**config.mk**
```make
export PLATFORM = sky130hd
export DESIGN_NAME = sc_pair_to_bin
export DESIGN_NICKNAME = d
export VERILOG_FILES = /design/src/rtl/sc_pair_to_bin.sv
export SDC_FILE = /design/constraint.sdc
export NUM_CORES = 1
export LEC_CHECK = 0
export CORE_MARGIN = 8
export CORE_UTILIZATION = 45
export DETAILED_ROUTE_END_ITERATION = 7
export GPL_TIMING_DRIVEN = 0
export PLACE_DENSITY = 0.66
export RECOVER_POWER = 50
export SETUP_SLACK_MARGIN = 0.05
export SLEW_MARGIN = 0
export SYNTH_ARGS = -nofsm -noshare
export SYNTH_HDL_FRONTEND = slang
export SYNTH_SLANG_ARGS = --single-unit
```
**constraint.sdc**
```tcl
create_clock -name clk -period 1.7 [get_ports clk]
set_clock_uncertainty 0.2 [all_clocks]
set_input_delay 0.17 -clock clk [delete_from_list [all_inputs] [get_ports clk]]
set_output_delay 0.17 -clock clk [all_outputs]
set_load 0.01 [all_outputs]
```
**src/rtl/sc_pair_to_bin.sv**
```systemverilog
// sc_pair_to_bin: dual-channel stochastic-to-binary converter.
// Counts ones on two unipolar bitstreams over a window of 2^WIDTH-1 accepted
// samples and presents the two counts as registered operands A and B for a
// downstream ripple subtractor (D = A - B, whose borrow-out compares the streams).
//
// Latency: start -> COUNT in 1 cycle; final accepted sample -> out_valid in 1 cycle
//          (256 cycles start-to-result at WIDTH=8 with in_valid held high).
// Backpressure: samples are accepted only while in_ready (COUNT); results are
//          held in DONE until out_valid & out_ready. Samples outside COUNT are dropped.
//
// Ports:
//   clk, rst_n          clock, asynchronous active-low reset
//   start               begin one window (honoured only in IDLE)
//   xa, xb, in_valid    sample bits for channels A/B and their qualifier
//   in_ready            high in COUNT
//   A, B                registered ones-counts (minuend, subtrahend)
//   out_valid/out_ready result handshake
//   busy                high in COUNT
//   overrun             sticky result-overwrite flag (continuous mode only)
//
// Build option: define SC2B_CONTINUOUS_EN for back-to-back windows without
// start; an unconsumed result overwritten by the next window sets overrun.
// Without it the block is single-shot and overrun is tied to 0.

module sc_pair_to_bin #(
  parameter int WIDTH = 8
) (
  input  logic             clk,
  input  logic             rst_n,
  input  logic             start,
  input  logic             xa,
  input  logic             xb,
  input  logic             in_valid,
  output logic             in_ready,
  output logic [WIDTH-1:0] A,
  output logic [WIDTH-1:0] B,
  output logic             out_valid,
  input  logic             out_ready,
  output logic             busy,
  output logic             overrun
);

  typedef enum logic [1:0] {
    S_IDLE  = 2'd0,
    S_COUNT = 2'd1,
    S_DONE  = 2'd2
  } state_t;

  // Index of the last sample of a window: window length is 2^WIDTH-1, so the
  // sample counter (0-based) reads 2^WIDTH-2 when the final sample arrives.
  localparam logic [WIDTH-1:0] LAST_IDX = {{(WIDTH-1){1'b1}}, 1'b0};
  localparam logic [WIDTH-1:0] ZERO     = '0;

  state_t           state_q, state_d;
  logic [WIDTH-1:0] smp_cnt_q, smp_cnt_d;
  logic [WIDTH-1:0] cnt_a_q, cnt_a_d;
  logic [WIDTH-1:0] cnt_b_q, cnt_b_d;
  logic [WIDTH-1:0] a_q, a_d;
  logic [WIDTH-1:0] b_q, b_d;
  logic             out_valid_q, out_valid_d;

  logic             accept;
  logic             last_smp;
  logic             handshake;
  logic [WIDTH-1:0] xa_ext;
  logic [WIDTH-1:0] xb_ext;
  logic [WIDTH-1:0] cnt_a_inc;
  logic [WIDTH-1:0] cnt_b_inc;

  assign accept    = (state_q == S_COUNT) & in_valid;
  assign last_smp  = accept & (smp_cnt_q == LAST_IDX);
  assign handshake = out_valid_q & out_ready;

  assign xa_ext    = {{(WIDTH-1){1'b0}}, xa};
  assign xb_ext    = {{(WIDTH-1){1'b0}}, xb};
  // Ones-counts including the sample on the bus this cycle; never exceed
  // 2^WIDTH-1 because a window holds at most that many samples.
  assign cnt_a_inc = cnt_a_q + xa_ext;
  assign cnt_b_inc = cnt_b_q + xb_ext;

`ifdef SC2B_CONTINUOUS_EN
  logic overrun_q, overrun_d;
`endif

  always_comb begin
    state_d     = state_q;
    smp_cnt_d   = smp_cnt_q;
    cnt_a_d     = cnt_a_q;
    cnt_b_d     = cnt_b_q;
    a_d         = a_q;
    b_d         = b_q;
    out_valid_d = out_valid_q;
`ifdef SC2B_CONTINUOUS_EN
    overrun_d   = overrun_q;
`endif

    unique case (state_q)
      S_IDLE: begin
        if (start) begin
          state_d   = S_COUNT;
          smp_cnt_d = ZERO;
          cnt_a_d   = ZERO;
          cnt_b_d   = ZERO;
        end
      end

      S_COUNT: begin
`ifdef SC2B_CONTINUOUS_EN
        // A result may still be pending from the previous window; it is
        // consumed here unless a new completion replaces it below.
        if (handshake) begin
          out_valid_d = 1'b0;
        end
`endif
        if (last_smp) begin
          a_d         = cnt_a_inc;
          b_d         = cnt_b_inc;
          out_valid_d = 1'b1;
          smp_cnt_d   = ZERO;
          cnt_a_d     = ZERO;
          cnt_b_d     = ZERO;
`ifdef SC2B_CONTINUOUS_EN
          // Overwriting a result nobody took this cycle is an overrun; a
          // simultaneous handshake means the old result was consumed.
          if (out_valid_q && !out_ready) begin
            overrun_d = 1'b1;
          end
`else
          state_d     = S_DONE;
`endif
        end else if (accept) begin
          smp_cnt_d = smp_cnt_q + 1'b1;
          cnt_a_d   = cnt_a_inc;
          cnt_b_d   = cnt_b_inc;
        end
      end

      S_DONE: begin
        // start is deliberately ignored here, even on the handshake cycle.
        if (handshake) begin
          state_d     = S_IDLE;
          out_valid_d = 1'b0;
        end
      end

      default: begin
        state_d = S_IDLE;
      end
    endcase
  end

  always_ff @(posedge clk or negedge rst_n) begin
    if (!rst_n) begin
      state_q     <= S_IDLE;
      smp_cnt_q   <= '0;
      cnt_a_q     <= '0;
      cnt_b_q     <= '0;
      a_q         <= '0;
      b_q         <= '0;
      out_valid_q <= 1'b0;
    end else begin
      state_q     <= state_d;
      smp_cnt_q   <= smp_cnt_d;
      cnt_a_q     <= cnt_a_d;
      cnt_b_q     <= cnt_b_d;
      a_q         <= a_d;
      b_q         <= b_d;
      out_valid_q <= out_valid_d;
    end
  end

`ifdef SC2B_CONTINUOUS_EN
  always_ff @(posedge clk or negedge rst_n) begin
    if (!rst_n) begin
      overrun_q <= 1'b0;
    end else begin
      overrun_q <= overrun_d;
    end
  end
  assign overrun = overrun_q;
`else
  assign overrun = 1'b0;
`endif

  assign in_ready  = (state_q == S_COUNT);
  assign busy      = (state_q == S_COUNT);
  assign A         = a_q;
  assign B         = b_q;
  assign out_valid = out_valid_q;

endmodule

```
### Word level (Yosys, flattened, before mapping)

Index checks and enable logic that the tools add are counted.

* flip-flop bits (word level): 43
* input port bits: 7
* output and inout port bits: 20
* word-level logic and storage cells: 44

* add/sub/neg operators: 3
* eq/ne operators: 7
* multiplexer cells: 17
* bitwise operators: 3
* reductions and logical operators: 7

Operators by type and width (number)
* $mux W8: 7
* $pmux W8 S2: 3
* $add A8 B1 Y8: 2
* $reduce_and A3 Y1: 3
* $add A8 B1 Y8 const B: 1
* $eq A8 B8 Y1 const B: 1
* $mux W2: 3
* $pmux W2 S3: 1
* $ne A2 B2 Y1 const B: 2
* $reduce_bool A2 Y1: 2
* $and A1 B1 Y1: 3
* $ne A3 B1 Y1 const B: 1
* $eq A2 B1 Y1 const B: 1
* $eq A2 B2 Y1 const B: 1
* $logic_not A2 Y1: 1
* $mux W1: 2
* $ne A2 B1 Y1 const B: 1
* $pmux W1 S2: 1
* $reduce_and A2 Y1: 1

### Depth between registers and ports, before layout

* word-level depth: 5
* depth in mapped cells: 7
* depth with buffers taken out: 6

### Worst setup path before layout

No wires, ideal clock.

* kind: reg-to-reg
* from: register smp_cnt_q[0]
* to: register cnt_b_q[6]
* library setup time: 0.082 ns
* arrival: 1.496 ns
* data required time: 1.418 ns
* setup slack: -0.078 ns
* cell stages (with the launch flop): 8
* path buffers: 1
* period minus slack after synthesis: 1.778 ns
* cells stage by stage: dfrtp_1 -> inv_1 -> ha_1 -> and3_1 -> a31oi_4 -> buf_6 -> o21ai_0 -> a31oi_1

* longest elaborated chain between the ends: 4
* elaborated cells on any way between the ends: 6
* those cells by class: eq/ne (2); mux (2); bitwise (1); reduce/logical (1)

Ends and longest elaborated chain
* start: declaration: RTL line 55 `logic [WIDTH-1:0] smp_cnt_q, smp_cnt_d;`
* start signal: assignment: RTL line 163 `smp_cnt_q <= smp_cnt_d;`
* $eq A8 B8 Y1 *: RTL line 71 `assign last_smp = accept & (smp_cnt_q == LAST_IDX);`
* $and A1 B1 Y1 *: RTL line 71
* $ne A3 B1 Y1 (no source line) or $mux W8 (tied branches)
* $reduce_and A3 Y1 (no source line) or $pmux W8 S2 (tied branches)
* end signal: assignment: RTL line 165 `cnt_b_q <= cnt_b_d;`
* end: declaration: RTL line 57 `logic [WIDTH-1:0] cnt_b_q, cnt_b_d;`

Every way passes the cells marked *; elsewhere a longest branch is shown, timed or not.
A chain may end at the register's enable or synchronous reset.

### Worst setup path after layout

* from: register smp_cnt_q[0]
* to: register cnt_b_q[2]

The elaborated chain is that of the path after synthesis.

==> impl_metrics.xml <==
<?xml version="1.0" encoding="UTF-8"?>
<metrics>
  <group name="floorplan">
    <metric name="top_level_ports" unit="">27</metric>
    <metric name="dieArea" unit="um2">7316</metric>
    <metric name="placement_rows" unit="">25</metric>
    <metric name="die_width" unit="um">85.54</metric>
    <metric name="initial_core_utilization" unit="%">46.37</metric>
    <metric name="placeableCoreArea" unit="um2">4692</metric>
    <metric name="die-height" unit="um">85.54</metric>
  </group>
  <group name="sta">
    <metric name="setup_viol" unit="">10</metric>
    <metric name="maxSlewHeadroom" unit="%">29.88</metric>
    <metric name="final.setup.tns" unit="ns">-0.2562</metric>
    <metric name="layout_setup_ws" unit="ns">-0.08690</metric>
    <metric name="finalHoldViolations" unit="">0</metric>
    <metric name="period_share" unit="%">105.1</metric>
    <metric name="unrepaired_setup_endpoints_after_global_routing" unit="">true</metric>
    <metric name="worst-slew-pin-transition" unit="ns">1.052</metric>
    <metric name="timing.fmax" unit="MHz">559.6</metric>
    <metric name="maxSlewViolCount" unit="">0</metric>
    <metric name="final_period_minus_worst_setup_slack" unit="ns">1.787</metric>
  </group>
  <group name="yosys">
    <metric name="yosys.area_share.adder" unit="%">3.450</metric>
    <metric name="synth_compound_area_share" unit="%">15.30</metric>
    <metric name="post_synthesis_sequential_area_ratio" unit="%">49.45</metric>
    <metric name="synth_cell_type_count" unit="">34</metric>
    <metric name="syn_inst" unit="">221</metric>
    <metric name="post_synth_mux_area_share" unit="%">1.495</metric>
    <metric name="ys_ff_latch" unit="">43</metric>
    <metric name="asyncSetResetFlopFracSynth" unit="%">100.0</metric>
    <metric name="post_synth.cell_area_avg" unit="um2">9.845</metric>
    <metric name="syn_area" unit="um2">2176</metric>
    <metric name="synth_top_family_by_area" unit="">simple AND/OR/NAND/NOR gates</metric>
    <metric name="synthesis.nets" unit="">234</metric>
    <metric name="post_synth_and_or_nand_nor_area_fraction" unit="%">17.31</metric>
    <metric name="synth_edf_count" unit="">0</metric>
    <metric name="ys.flop_type" unit="">sky130_fd_sc_hd__dfrtp_1</metric>
    <metric name="synth_xor_area_share" unit="%">7.648</metric>
    <metric name="yosys_warnings" unit="">0</metric>
  </group>
  <group name="finish">
    <metric name="antenna_cells" unit="">0</metric>
    <metric name="area.growth.synth_to_final" unit="%">40.60</metric>
    <metric name="design.final.nets" unit="">284</metric>
    <metric name="stdcell_area" unit="um2">3059</metric>
    <metric name="utilization" unit="%">65.20</metric>
    <metric name="layout-drive-gt1-share" unit="%">30.88</metric>
  </group>
  <group name="clock_network">
    <metric name="numCtsBuffers" unit="">5</metric>
    <metric name="tritoncts_num_sinks" unit="">43</metric>
    <metric name="ctsRootBufferMaster" unit="">sky130_fd_sc_hd__clkbuf_8</metric>
    <metric name="cts_max_path_buffers" unit="">2</metric>
    <metric name="insertion_delay" unit="ns">0.30</metric>
    <metric name="clk_pin_slew" unit="ns">0.08</metric>
    <metric name="number_of_h_tree_levels" unit="">2</metric>
    <metric name="cts_tree" unit="">built</metric>
  </group>
  <group name="route">
    <metric name="drt-initial-drc-count" unit="">94</metric>
    <metric name="routed_via_density" unit="">5.528</metric>
    <metric name="route.final.wire_length" unit="mm">5.167</metric>
    <metric name="route.detailed.drc" unit="">0</metric>
    <metric name="vias" unit="">1802</metric>
    <metric name="ant_nets" unit="">0</metric>
    <metric name="wl_per_cell" unit="um">15.85</metric>
    <metric name="dr.pass1.iters" unit="">4</metric>
  </group>
  <group name="status">
    <metric name="violations" unit="">setup timing</metric>
    <metric name="status" unit="">finished, violations left</metric>
  </group>
  <group name="global_route">
    <metric name="first_global_vias" unit="">1643</metric>
    <metric name="grt_use_met1" unit="%">15.56</metric>
    <metric name="number_of_antenna_violations_at_the_first_check_in_global_routing" unit="">0</metric>
    <metric name="grt_overflow" unit="">0</metric>
    <metric name="met2_usage" unit="%">23.06</metric>
    <metric name="gr-usage-all-layers" unit="%">13.44</metric>
    <metric name="grt_max_degree" unit="">26</metric>
    <metric name="global_route.usage.met3" unit="%">4.107</metric>
    <metric name="grt_first_pass_wirelength" unit="mm">7.872</metric>
    <metric name="grt_busiest_layer" unit="">met2</metric>
  </group>
  <group name="power">
    <metric name="power.leakage" unit="nW">1.378</metric>
    <metric name="peakVddDrop" unit="uV">629.3</metric>
    <metric name="power_frac_seq" unit="%">47.9</metric>
    <metric name="power.share.combinational" unit="%">21.9</metric>
    <metric name="net-switching-power" unit="W">0.0008131</metric>
    <metric name="pwr-share-clk" unit="%">30.3</metric>
    <metric name="internal_power_summed_over_all_cells" unit="W">0.001929</metric>
    <metric name="total_power" unit="W">0.002742</metric>
    <metric name="power.share.switching" unit="%">29.65</metric>
    <metric name="power_density" unit="nW/um2">896.4</metric>
  </group>
  <group name="setup_path">
    <metric name="cpMaxStageDelayCell" unit="">sky130_fd_sc_hd__dfrtp_1</metric>
    <metric name="critPathLaunchType" unit="">flip-flop</metric>
    <metric name="crit_path_max_incr_delay" unit="ns">0.39</metric>
    <metric name="worstRegToRegCells" unit="">7</metric>
    <metric name="arrival" unit="ns">1.78</metric>
    <metric name="timing_worst_setup_path_type" unit="">reg -&gt; reg</metric>
    <metric name="crit_fanout" unit="">4</metric>
    <metric name="required" unit="ns">1.69</metric>
    <metric name="crit_chain" unit="">inv_1 &gt; ha_2 &gt; and3_4 &gt; a31oi_4 &gt; buf_6 &gt; a21o_1 &gt; a22o_1</metric>
    <metric name="critical_path_capture_point_type" unit="">flip-flop</metric>
  </group>
  <group name="placement">
    <metric name="placement.cell_area" unit="um2">2516</metric>
    <metric name="dp_hpwl" unit="mm">3.230</metric>
    <metric name="place_congestion" unit="">0.8420</metric>
    <metric name="port_buffer_count" unit="">25</metric>
  </group>
  <group name="hold_path">
    <metric name="min_path_cells" unit="">2</metric>
    <metric name="timing.hold.worst.class" unit="">reg -&gt; reg</metric>
  </group>
  <group name="job">
    <metric name="timing.max_cap.violations" unit="">0</metric>
  </group>
</metrics>
==> what timing repair did <==
item                                    4_1_cts  5_1_grt
cloned                                        0        3
buffers inserted                              6        9
endpoints found under the setup margin       45       45
resized for setup                            35       64
endpoints found under the hold margin        43        0
pin swaps                                     4       25
hold buffers                                  1        0
==> placed cells by master (no fill, tap or decap), types with 6 or more instances in the layout <==
cell type,count
sky130_fd_sc_hd__dfrtp_1,42
sky130_fd_sc_hd__nand2_1,21
sky130_fd_sc_hd__clkdlybuf4s50_1,19
sky130_fd_sc_hd__buf_4,14
sky130_fd_sc_hd__o21ai_1,12
sky130_fd_sc_hd__o21ai_2,12
sky130_fd_sc_hd__a31oi_1,11
sky130_fd_sc_hd__xnor2_1,11
sky130_fd_sc_hd__nor2_1,10
sky130_fd_sc_hd__buf_6,8
sky130_fd_sc_hd__xor2_1,8
sky130_fd_sc_hd__nand3_1,7
sky130_fd_sc_hd__clkbuf_8,7
sky130_fd_sc_hd__a21oi_1,6
==> area by class of cell <==
cell class | instances | area [um2]
Clock buffer | 6 | 82.58
Sequential cell | 43 | 1077
Clock inverter | 2 | 35.03
Inverter | 3 | 11.26
Tap cell | 54 | 67.56
Buffer | 15 | 145.1
Timing Repair Buffer | 45 | 464.2
Fill cell | 376 | 1633
Multi-Input combinational cell | 158 | 1176
==> synthesized netlist by cell type, types with 3 or more instances <==
cell / number / area [um2]
sky130_fd_sc_hd__and3_1: 4 / 25.02
sky130_fd_sc_hd__a22o_1: 4 / 35.03
sky130_fd_sc_hd__nor2_1: 12 / 45.04
sky130_fd_sc_hd__a31oi_1: 11 / 68.82
sky130_fd_sc_hd__nand3b_1: 4 / 30.03
sky130_fd_sc_hd__nand3_1: 9 / 45.04
sky130_fd_sc_hd__a21oi_1: 11 / 55.05
sky130_fd_sc_hd__xnor2_1: 11 / 96.34
sky130_fd_sc_hd__o21ai_0: 24 / 120.1
sky130_fd_sc_hd__nand2b_1: 4 / 25.02
sky130_fd_sc_hd__nand4_1: 4 / 25.02
sky130_fd_sc_hd__nand2_1: 27 / 101.4
sky130_fd_sc_hd__inv_1: 3 / 11.26
sky130_fd_sc_hd__dfrtp_1: 43 / 1076
sky130_fd_sc_hd__buf_6: 3 / 33.78
sky130_fd_sc_hd__clkbuf_1: 6 / 22.52
sky130_fd_sc_hd__xor2_1: 8 / 70.07
sky130_fd_sc_hd__buf_2: 6 / 30.03
sky130_fd_sc_hd__ha_1: 6 / 75.07
==> final timing paths <==
| path | start | to | slack [ns] |
|---|---|---|---|
| hold reg to reg | A[4]$_DFFE_PN0P_ | A[4]$_DFFE_PN0P_ | 0.28 |
| max in group asynchronous | rst_n | state_q[0]$_DFFE_PN0P_ | 0.20 |
| hold / removal | A[4]$_DFFE_PN0P_ | A[4]$_DFFE_PN0P_ | 0.28 |
| setup reg to reg | smp_cnt_q[0]$_DFFE_PN0P_ | cnt_b_q[2]$_DFFE_PN0P_ | -0.09 |
| min in group asynchronous | rst_n | cnt_a_q[4]$_DFFE_PN0P_ | 0.37 |
| setup / recovery | smp_cnt_q[0]$_DFFE_PN0P_ | cnt_b_q[2]$_DFFE_PN0P_ | -0.09 |
==> registers in the layout, indices dropped and copies added (netlist names) <==
signal     flops
A              8
B              8
cnt_a_q        8
cnt_b_q        8
out_valid      1
smp_cnt_q      8
state_q        2
==> stage by stage <==
| stage | instances | hold slack (ns) | setup slack (ns) |
|---|---|---|---|
| after floorplan | 221 | -0.3256 | 0.05487 |
| after global placement | 300 | 0.2611 | -0.9251 |
| after detailed placement | 301 | -0.05834 | -0.3998 |
| after CTS | 316 | 0.1509 | -0.03740 |
| after global routing | 326 | 0.3136 | -0.1552 |
| final | 326 | 0.2827 | -0.08690 |
==> power groups by stage <==
stage          clock network [W]  logic [W]  registers (W)
2_1_floorplan                  0   0.000368        0.00129
3_3_place_gp                   0   0.000473        0.00131
3_5_place_dp                   0   0.000484        0.00132
4_1_cts                 0.000851   0.000518        0.00130
5_1_grt                 0.000884   0.000670        0.00134
6_report                0.000830   0.000600        0.00131
==> layer usage <==
metal / share of wire [%] / wire, um
met1: 42 / 2191
met2: 51 / 2614
met3: 5.6 / 291
met4: 1.4 / 70
met5: 0 / 0
==> critical path: cells and delay by family, from the launching register on <==
kind	cells	cell delay [ns]
flip-flops	1	0.39
AO/OA/AOI/OAI	3	0.50
buffers and inverters	2	0.23
AND/OR/NAND/NOR	1	0.21
adder cells (fa/ha/maj)	1	0.15
==> logic make-up (layout without fill, tap and decap cells) <==
group | Yosys count | in the layout
AND/OR/NAND/NOR | 74 | 74
AO/OA/AOI/OAI | 55 | 55
flip-flops | 43 | 43
buffers and inverters | 20 | 71
XOR/XNOR | 19 | 19
adder cells (fa/ha/maj) | 6 | 6
multiplexers | 3 | 3
other | 1 | 1
Power figures use the tool's default switching activity.
